[config.mk]
export PLATFORM = sky130hd
export DESIGN_NAME = uart_loader
export DESIGN_NICKNAME = d
export VERILOG_FILES = /design/src/rtl/uart_pkg.sv /design/src/rtl/uart_byte_reader.sv /design/src/rtl/uart_loader.sv
export SDC_FILE = /design/constraint.sdc
export NUM_CORES = 1
export LEC_CHECK = 0
export CORE_ASPECT_RATIO = 1.1
export CORE_UTILIZATION = 35
export DETAILED_ROUTE_END_ITERATION = 12
export HOLD_SLACK_MARGIN = 0.05
export MAX_ROUTING_LAYER = met4
export PLACE_DENSITY = 0.64
export SLEW_MARGIN = 20
export SYNTH_ARGS = -nofsm -noshare
export SYNTH_HDL_FRONTEND = slang
export SYNTH_HIERARCHICAL = 1
export SYNTH_SLANG_ARGS = --single-unit
[constraint.sdc]
create_clock -name clk -period 5.3 [get_ports clk]
set_clock_uncertainty 0.15 [all_clocks]
set_input_delay 1.06 -clock clk [delete_from_list [all_inputs] [get_ports clk]]
set_output_delay 1.06 -clock clk [all_outputs]
set_load 0.02 [all_outputs]
[src/rtl/uart_pkg.sv]
// Shared UART register map, field positions and boot-loader state encoding.
package uart_pkg;

  localparam logic [5:0] UART_REG_CTRL = 6'h00;
  localparam logic [5:0] UART_RXBUF    = 6'h10;
  localparam logic [5:0] UART_TXBUF    = 6'h20;

  localparam int RX_PTR_LSB  = 8;
  localparam int TX_HEAD_LSB = 4;
  localparam int TX_PTR_LSB  = 0;

  typedef enum logic [2:0] {
    ST_SYNC     = 3'd0,
    ST_POLL     = 3'd1,
    ST_FETCH    = 3'd2,
    ST_WORD     = 3'd3,
    ST_DONE     = 3'd4,
    ST_ACK_WAIT = 3'd5,
    ST_ACK_DATA = 3'd6,
    ST_ACK_PTR  = 3'd7
  } ld_state_e;

  // Ring byte i lives in word {2'b01, i[3:2], 2'b00}, lane i[1:0].
  function automatic logic [5:0] rx_word_addr(input logic [3:0] ptr);
    return UART_RXBUF | {2'b00, ptr[3:2], 2'b00};
  endfunction

endpackage

[src/rtl/uart_byte_reader.sv]
// Receive-ring cursor: tracks the loader's read pointer and extracts the next byte.
module uart_byte_reader
  import uart_pkg::*;
(
  input  logic        clk,
  input  logic        rst,
  input  logic        sync_i,
  input  logic        fetch_i,
  input  logic [31:0] uart_rdata_i,
  output logic [5:0]  ring_addr_o,
  output logic        avail_o,
  output logic [7:0]  byte_o
);

  logic [3:0] rd_ptr_q;
  logic [3:0] rd_ptr_d;
  logic [3:0] rx_ptr_s;

  assign rx_ptr_s = uart_rdata_i[RX_PTR_LSB +: 4];

  // SYNC adopts the UART's write pointer so stale ring contents are skipped.
  always_comb begin
    rd_ptr_d = rd_ptr_q;
    if (sync_i) begin
      rd_ptr_d = rx_ptr_s;
    end else if (fetch_i) begin
      rd_ptr_d = rd_ptr_q + 4'd1;
    end else begin
      rd_ptr_d = rd_ptr_q;
    end
  end

  always_ff @(posedge clk) begin
    if (rst) begin
      rd_ptr_q <= 4'd0;
    end else begin
      rd_ptr_q <= rd_ptr_d;
    end
  end

  assign ring_addr_o = rx_word_addr(rd_ptr_q);
  assign avail_o     = (rx_ptr_s != rd_ptr_q);
  assign byte_o      = uart_rdata_i[{rd_ptr_q[1:0], 3'b000} +: 8];

endmodule

[src/rtl/uart_loader.sv]
// Boot loader: drains a word-count header plus little-endian words from the UART into instruction RAM.
// Optional checksum acknowledge over the TX ring is enabled by defining UART_LOADER_ACK_EN.
module uart_loader
  import uart_pkg::*;
#(
  parameter int ADDR_W = 10
) (
  input  logic              clk,
  input  logic              rst,
  output logic [5:0]        uart_addr,
  input  logic [31:0]       uart_rdata,
  output logic [31:0]       uart_wdata,
  output logic              uart_we,
  output logic [ADDR_W-1:0] mem_addr,
  output logic [31:0]       mem_wdata,
  output logic              mem_we,
  output logic              cpu_rst,
  output logic              done
);

  ld_state_e         state_q, state_d;
  logic [1:0]        byte_cnt_q, byte_cnt_d;
  logic [31:0]       shift_q, shift_d;
  logic [31:0]       words_left_q, words_left_d;
  logic              hdr_q, hdr_d;
  logic [ADDR_W-1:0] mem_addr_q, mem_addr_d;
  logic              full_q, full_d;
`ifdef UART_LOADER_ACK_EN
  logic [7:0]        sum_q, sum_d;
  logic [3:0]        tx_ptr_q, tx_ptr_d;
`endif

  logic [5:0] ring_addr_s;
  logic       avail_s;
  logic [7:0] byte_s;

  uart_byte_reader u_reader (
    .clk          (clk),
    .rst          (rst),
    .sync_i       (state_q == ST_SYNC),
    .fetch_i      (state_q == ST_FETCH),
    .uart_rdata_i (uart_rdata),
    .ring_addr_o  (ring_addr_s),
    .avail_o      (avail_s),
    .byte_o       (byte_s)
  );

  always_ff @(posedge clk) begin
    if (rst) begin
      state_q <= ST_SYNC;
    end else begin
      state_q <= state_d;
    end
  end

  // Next state; after the final payload word the ACK build detours via the TX handshake.
  always_comb begin
    state_d = state_q;
    case (state_q)
      ST_SYNC:  state_d = ST_POLL;
      ST_POLL:  state_d = avail_s ? ST_FETCH : ST_POLL;
      ST_FETCH: state_d = (byte_cnt_q == 2'd3) ? ST_WORD : ST_POLL;
      ST_WORD: begin
        if (hdr_q) begin
          state_d = (shift_q == 32'd0) ? ST_DONE : ST_POLL;
        end else if (words_left_q == 32'd1) begin
`ifdef UART_LOADER_ACK_EN
          state_d = ST_ACK_WAIT;
`else
          state_d = ST_DONE;
`endif
        end else begin
          state_d = ST_POLL;
        end
      end
      ST_DONE:  state_d = ST_DONE;
`ifdef UART_LOADER_ACK_EN
      ST_ACK_WAIT: begin
        if (uart_rdata[TX_HEAD_LSB +: 4] == uart_rdata[TX_PTR_LSB +: 4]) begin
          state_d = ST_ACK_DATA;
        end else begin
          state_d = ST_ACK_WAIT;
        end
      end
      ST_ACK_DATA: state_d = ST_ACK_PTR;
      ST_ACK_PTR:  state_d = ST_DONE;
`endif
      default:  state_d = ST_SYNC;
    endcase
  end

  // Byte assembly, word bookkeeping and write-address advance.
  always_comb begin
    byte_cnt_d   = byte_cnt_q;
    shift_d      = shift_q;
    words_left_d = words_left_q;
    hdr_d        = hdr_q;
    mem_addr_d   = mem_addr_q;
    full_d       = full_q;
`ifdef UART_LOADER_ACK_EN
    sum_d        = sum_q;
    tx_ptr_d     = tx_ptr_q;
`endif
    case (state_q)
      ST_SYNC: begin
        hdr_d      = 1'b1;
        byte_cnt_d = 2'd0;
      end
      ST_FETCH: begin
        shift_d[{byte_cnt_q, 3'b000} +: 8] = byte_s;
        byte_cnt_d = byte_cnt_q + 2'd1;
`ifdef UART_LOADER_ACK_EN
        if (!hdr_q) begin
          sum_d = sum_q + byte_s;
        end else begin
          sum_d = sum_q;
        end
`endif
      end
      ST_WORD: begin
        if (hdr_q) begin
          words_left_d = shift_q;
          hdr_d        = 1'b0;
        end else begin
          words_left_d = words_left_q - 32'd1;
          // Once the address wraps the RAM is full; later words are only consumed.
          if (!full_q) begin
            mem_addr_d = mem_addr_q + 1'b1;
            full_d     = (mem_addr_q == {ADDR_W{1'b1}});
          end else begin
            mem_addr_d = mem_addr_q;
          end
        end
      end
`ifdef UART_LOADER_ACK_EN
      ST_ACK_WAIT: tx_ptr_d = uart_rdata[TX_PTR_LSB +: 4];
`endif
      default: begin
        hdr_d = hdr_q;
      end
    endcase
  end

  always_ff @(posedge clk) begin
    if (rst) begin
      byte_cnt_q   <= 2'd0;
      shift_q      <= 32'd0;
      words_left_q <= 32'd0;
      hdr_q        <= 1'b1;
      mem_addr_q   <= {ADDR_W{1'b0}};
      full_q       <= 1'b0;
`ifdef UART_LOADER_ACK_EN
      sum_q        <= 8'd0;
      tx_ptr_q     <= 4'd0;
`endif
    end else begin
      byte_cnt_q   <= byte_cnt_d;
      shift_q      <= shift_d;
      words_left_q <= words_left_d;
      hdr_q        <= hdr_d;
      mem_addr_q   <= mem_addr_d;
      full_q       <= full_d;
`ifdef UART_LOADER_ACK_EN
      sum_q        <= sum_d;
      tx_ptr_q     <= tx_ptr_d;
`endif
    end
  end

  // Bus outputs decoded from state; the UART read path stays combinational.
  always_comb begin
    uart_addr  = UART_REG_CTRL;
    uart_wdata = 32'd0;
    uart_we    = 1'b0;
    case (state_q)
      ST_FETCH: uart_addr = ring_addr_s;
`ifdef UART_LOADER_ACK_EN
      ST_ACK_DATA: begin
        uart_addr  = UART_TXBUF | {2'b00, tx_ptr_q[3:2], 2'b00};
        uart_wdata = {4{sum_q}};
        uart_we    = 1'b1;
      end
      ST_ACK_PTR: begin
        uart_addr  = UART_REG_CTRL;
        uart_wdata = {28'd0, tx_ptr_q + 4'd1};
        uart_we    = 1'b1;
      end
`endif
      default: uart_addr = UART_REG_CTRL;
    endcase
  end

  assign mem_addr  = mem_addr_q;
  assign mem_wdata = shift_q;
  assign mem_we    = (state_q == ST_WORD) && !hdr_q && !full_q;
  assign done      = (state_q == ST_DONE);
  assign cpu_rst   = (state_q != ST_DONE);

endmodule

==> run metrics <==
Nets=704; crit-path max cell delay=between 0.7 and 0.8 ns; sequential share of the synthesized area=34.4%; final std cells w/o fill=between 800 and 900; latest clock arrival within the worst-skew pair=about 0.34 ns; Max Clock Freq=~260 MHz; Port Buffers=81; pin count of the biggest net entering global routing=78; Initial DRC Count=302; Synth-to-Final Area Change=20.6%; Clock Tree Root=clkbuf_16; # resized after CTS=0; Die Span Y=127 um; Die Width=~120 um; ANT cells=0; crit-path cells=nand3b_1 -> buf_4 -> nor3_1 -> clkdlybuf4s50_1; worst hold path class=reg -> reg; IO Count=118; share of post-route cells with drive strength above 1=roughly 5.9%; Tcrit/Tclk final=between 70% and 80%; fin. max-slew vios=0; Synth Instances=604; post-cts hold buffer count=0; CP max stage cell=clkdlybuf4s50_1; Post-DP HPWL=10,300 um; reg2reg path depth=5; CTS Buffer Depth=2; Worst Setup Start Kind=register; H-tree Lvls=3; peak supply drop=0.128 mV; Post-synth ARST share=0%; Remaining Overflow, GRT=0; final core utilization=between 40% and 50%; ys flop type=dfxtp_1; R2R setup slack=2.49 ns; crit path time final=3.88 ns; Detail Route Antenna Nets=0; Design Area, Final=roughly 6000 um^2; number of cell rows=45; CP Capture Type=output pin; Max-Cap Viols=0; required time worst endpoint=between 4 and 5 ns; Yosys cell types=63; leakage power total=0.00219 uW; vias per cell=approximately 5.5; Final Hold Fails=0; Arrival @ worst endpoint=2.67 ns; setup ws final=1.42 ns; # fillers=1,372; gr usage total=20.2%; Inserted Clock Buffers=9; DRC viols=0; CP Class=reg -> out; vias in the first global route=4,392; Setup WS pre-CTS=1.81 ns; average wire per standard cell=16.5 um; gpl congestion=0.853; via count=4,669; first-pass GRT wire length=22,200 um; DR pass1 iterations=5; post-synthesis area per instance=between 8 and 9 um^2; worst-case headroom to the max-slew limit=between 30% and 40%; CTS tree=built; die area=between 10,000 and 15,000 um^2; core box area=between 10,000 and 15,000 um^2; initial core utilization=35.9%; Placed Cells=838; initial antenna violation count=0; setup TNS=0 ns; Power Density=274 nW/um^2; synth warn=6; Setup Buffers After CTS=0; routed wire length=14,100 um; placed inst area=between 5000 and 6000 um^2; number of synthesized register bits=85; clock sink total=85; status=finished clean; Critical Path Stages=4; final setup fails=0; Max FO, Critical Path=42; crit-path leading delay family=buffers and inverters; Synth Cell Area=4950 um^2; Least-Margin Pin Slew=0.955 ns; clk slew on worst S/H paths=about 0.060 ns; CP bufs+invs=2; Hold Crit Depth=2; Post-synth EDFFs=0; RSZ-0062 raised after global routing=false
==> state kept, by name, indices dropped and copies added (netlist names) <==
signal	cells
mem_addr	10
byte_cnt_q	2
full_q	1
mem_wdata	32
u_reader/rd_ptr_q	4
state_q	3
words_left_q	32
hdr_q	1
==> worst min-delay path, delay by kind of cell (launching register included) <==
| family | cells | cell delay (ns) |
|---|---|---|
| AO/OA/AOI/OAI | 1 | 0.05 |
| flip-flops | 1 | 0.34 |
| AND/OR/NAND/NOR | 1 | 0.07 |
==> kinds of logic (layout without fill, tap and decap cells) <==
family / count (synthesis) / after routing / share of synthesized area, %
AOI/OAI and AO/OA: 131 / 131 / 16.8
xor gates and xnor gates: 16 / 16 / 2.83
adders and majority gates: 9 / 9 / 2.28
buffers and inverters: 85 / 113 / 9.81
DFF: 85 / 85 / 34.4
muxes: 23 / 23 / 6.85
other: 3 / 37 / 0.228
and+or+nand+nor: 252 / 252 / 26.8
==> layer usage <==
metal | vias to the layer above | wire length [um] | GRT usage [%]
met2 | 187 | 7000 | 33.3
met4 | 0 | 326 | 8.63
met5 | - | 0 | -
met1 | 2214 | 5810 | 23.9
met3 | 24 | 917 | 3.68
li1 | 2244 | - | -
==> power by group <==
part           leakage [uW]  internal [uW]  switching, uW
Sequential         0.000687            658           40.0
Clock              0.000123            316            258
Combinational       0.00138            145            218
==> cells in the final DEF, fill, tap and decap left out, types with 4 or more instances in the layout <==
| cell type | Yosys | final |
|---|---|---|
| clkdlybuf4s50_1 | 0 | 80 |
| o21a_1 | 5 | 5 |
| xor2_1 | 8 | 8 |
| or4_1 | 7 | 7 |
| ha_1 | 9 | 9 |
| o21ai_0 | 12 | 12 |
| a31oi_1 | 5 | 5 |
| nand2_1 | 71 | 71 |
| nand3_1 | 43 | 43 |
| nor2_1 | 50 | 50 |
| nor3b_1 | 4 | 4 |
| inv_1 | 11 | 11 |
| nor4_1 | 13 | 13 |
| a21oi_1 | 56 | 56 |
| o221ai_1 | 7 | 7 |
| mux2i_1 | 14 | 14 |
| nor3_1 | 15 | 15 |
| o22ai_1 | 8 | 8 |
| nor4_4 | 4 | 4 |
| a211oi_1 | 5 | 5 |
| or3_1 | 6 | 6 |
| and3_1 | 14 | 14 |
| conb_1 | 3 | 37 |
| xnor2_1 | 8 | 8 |
| dfxtp_1 | 85 | 85 |
| clkbuf_16 | 0 | 9 |
| buf_4 | 39 | 4 |
| a22oi_1 | 12 | 12 |
| mux4_2 | 6 | 6 |
| nand4_1 | 8 | 8 |
==> cell usage after synthesis (9+ instances only) <==
cell / instances / area (um^2)
dfxtp_1: 85 / 1700
nand2_1: 71 / 267
a21oi_1: 56 / 280
nor2_1: 50 / 188
nand3_1: 43 / 215
buf_4: 39 / 293
clkbuf_1: 24 / 90.1
nor3_1: 15 / 75.1
and3_1: 14 / 87.6
mux2i_1: 14 / 140
nor4_1: 13 / 81.3
a22oi_1: 12 / 90.1
o21ai_0: 12 / 60.1
inv_1: 11 / 41.3
ha_1: 9 / 113
==> final cells by class <==
type	count	area (um^2)	share of cell area, %
tap	188	235	3.94
clock inverter	4	25.0	0.419
clock buffer	12	236	3.96
sequential	85	1700	28.5
timing repair buffer	85	836	14.0
multi-input combinational	468	2890	48.4
inverter	12	45.0	0.755
==> through the flow <==
stage          hold slack (ns)  power [uW]
6_report                 0.354        1640
5_1_grt                  0.367        1710
4_1_cts                  0.359        1640
3_5_place_dp             0.352        1070
3_3_place_gp             0.343        1070
2_1_floorplan            0.333         993
==> worst paths after layout <==
check | start | to
worst max-delay path | state_q[1] | mem_we
worst max register to register | state_q[1] | words_left_q[30]
worst min-delay path | mem_wdata[3] | mem_wdata[3]
worst min register to register | mem_wdata[3] | mem_wdata[3]
(Power assumes the default switching activity.)
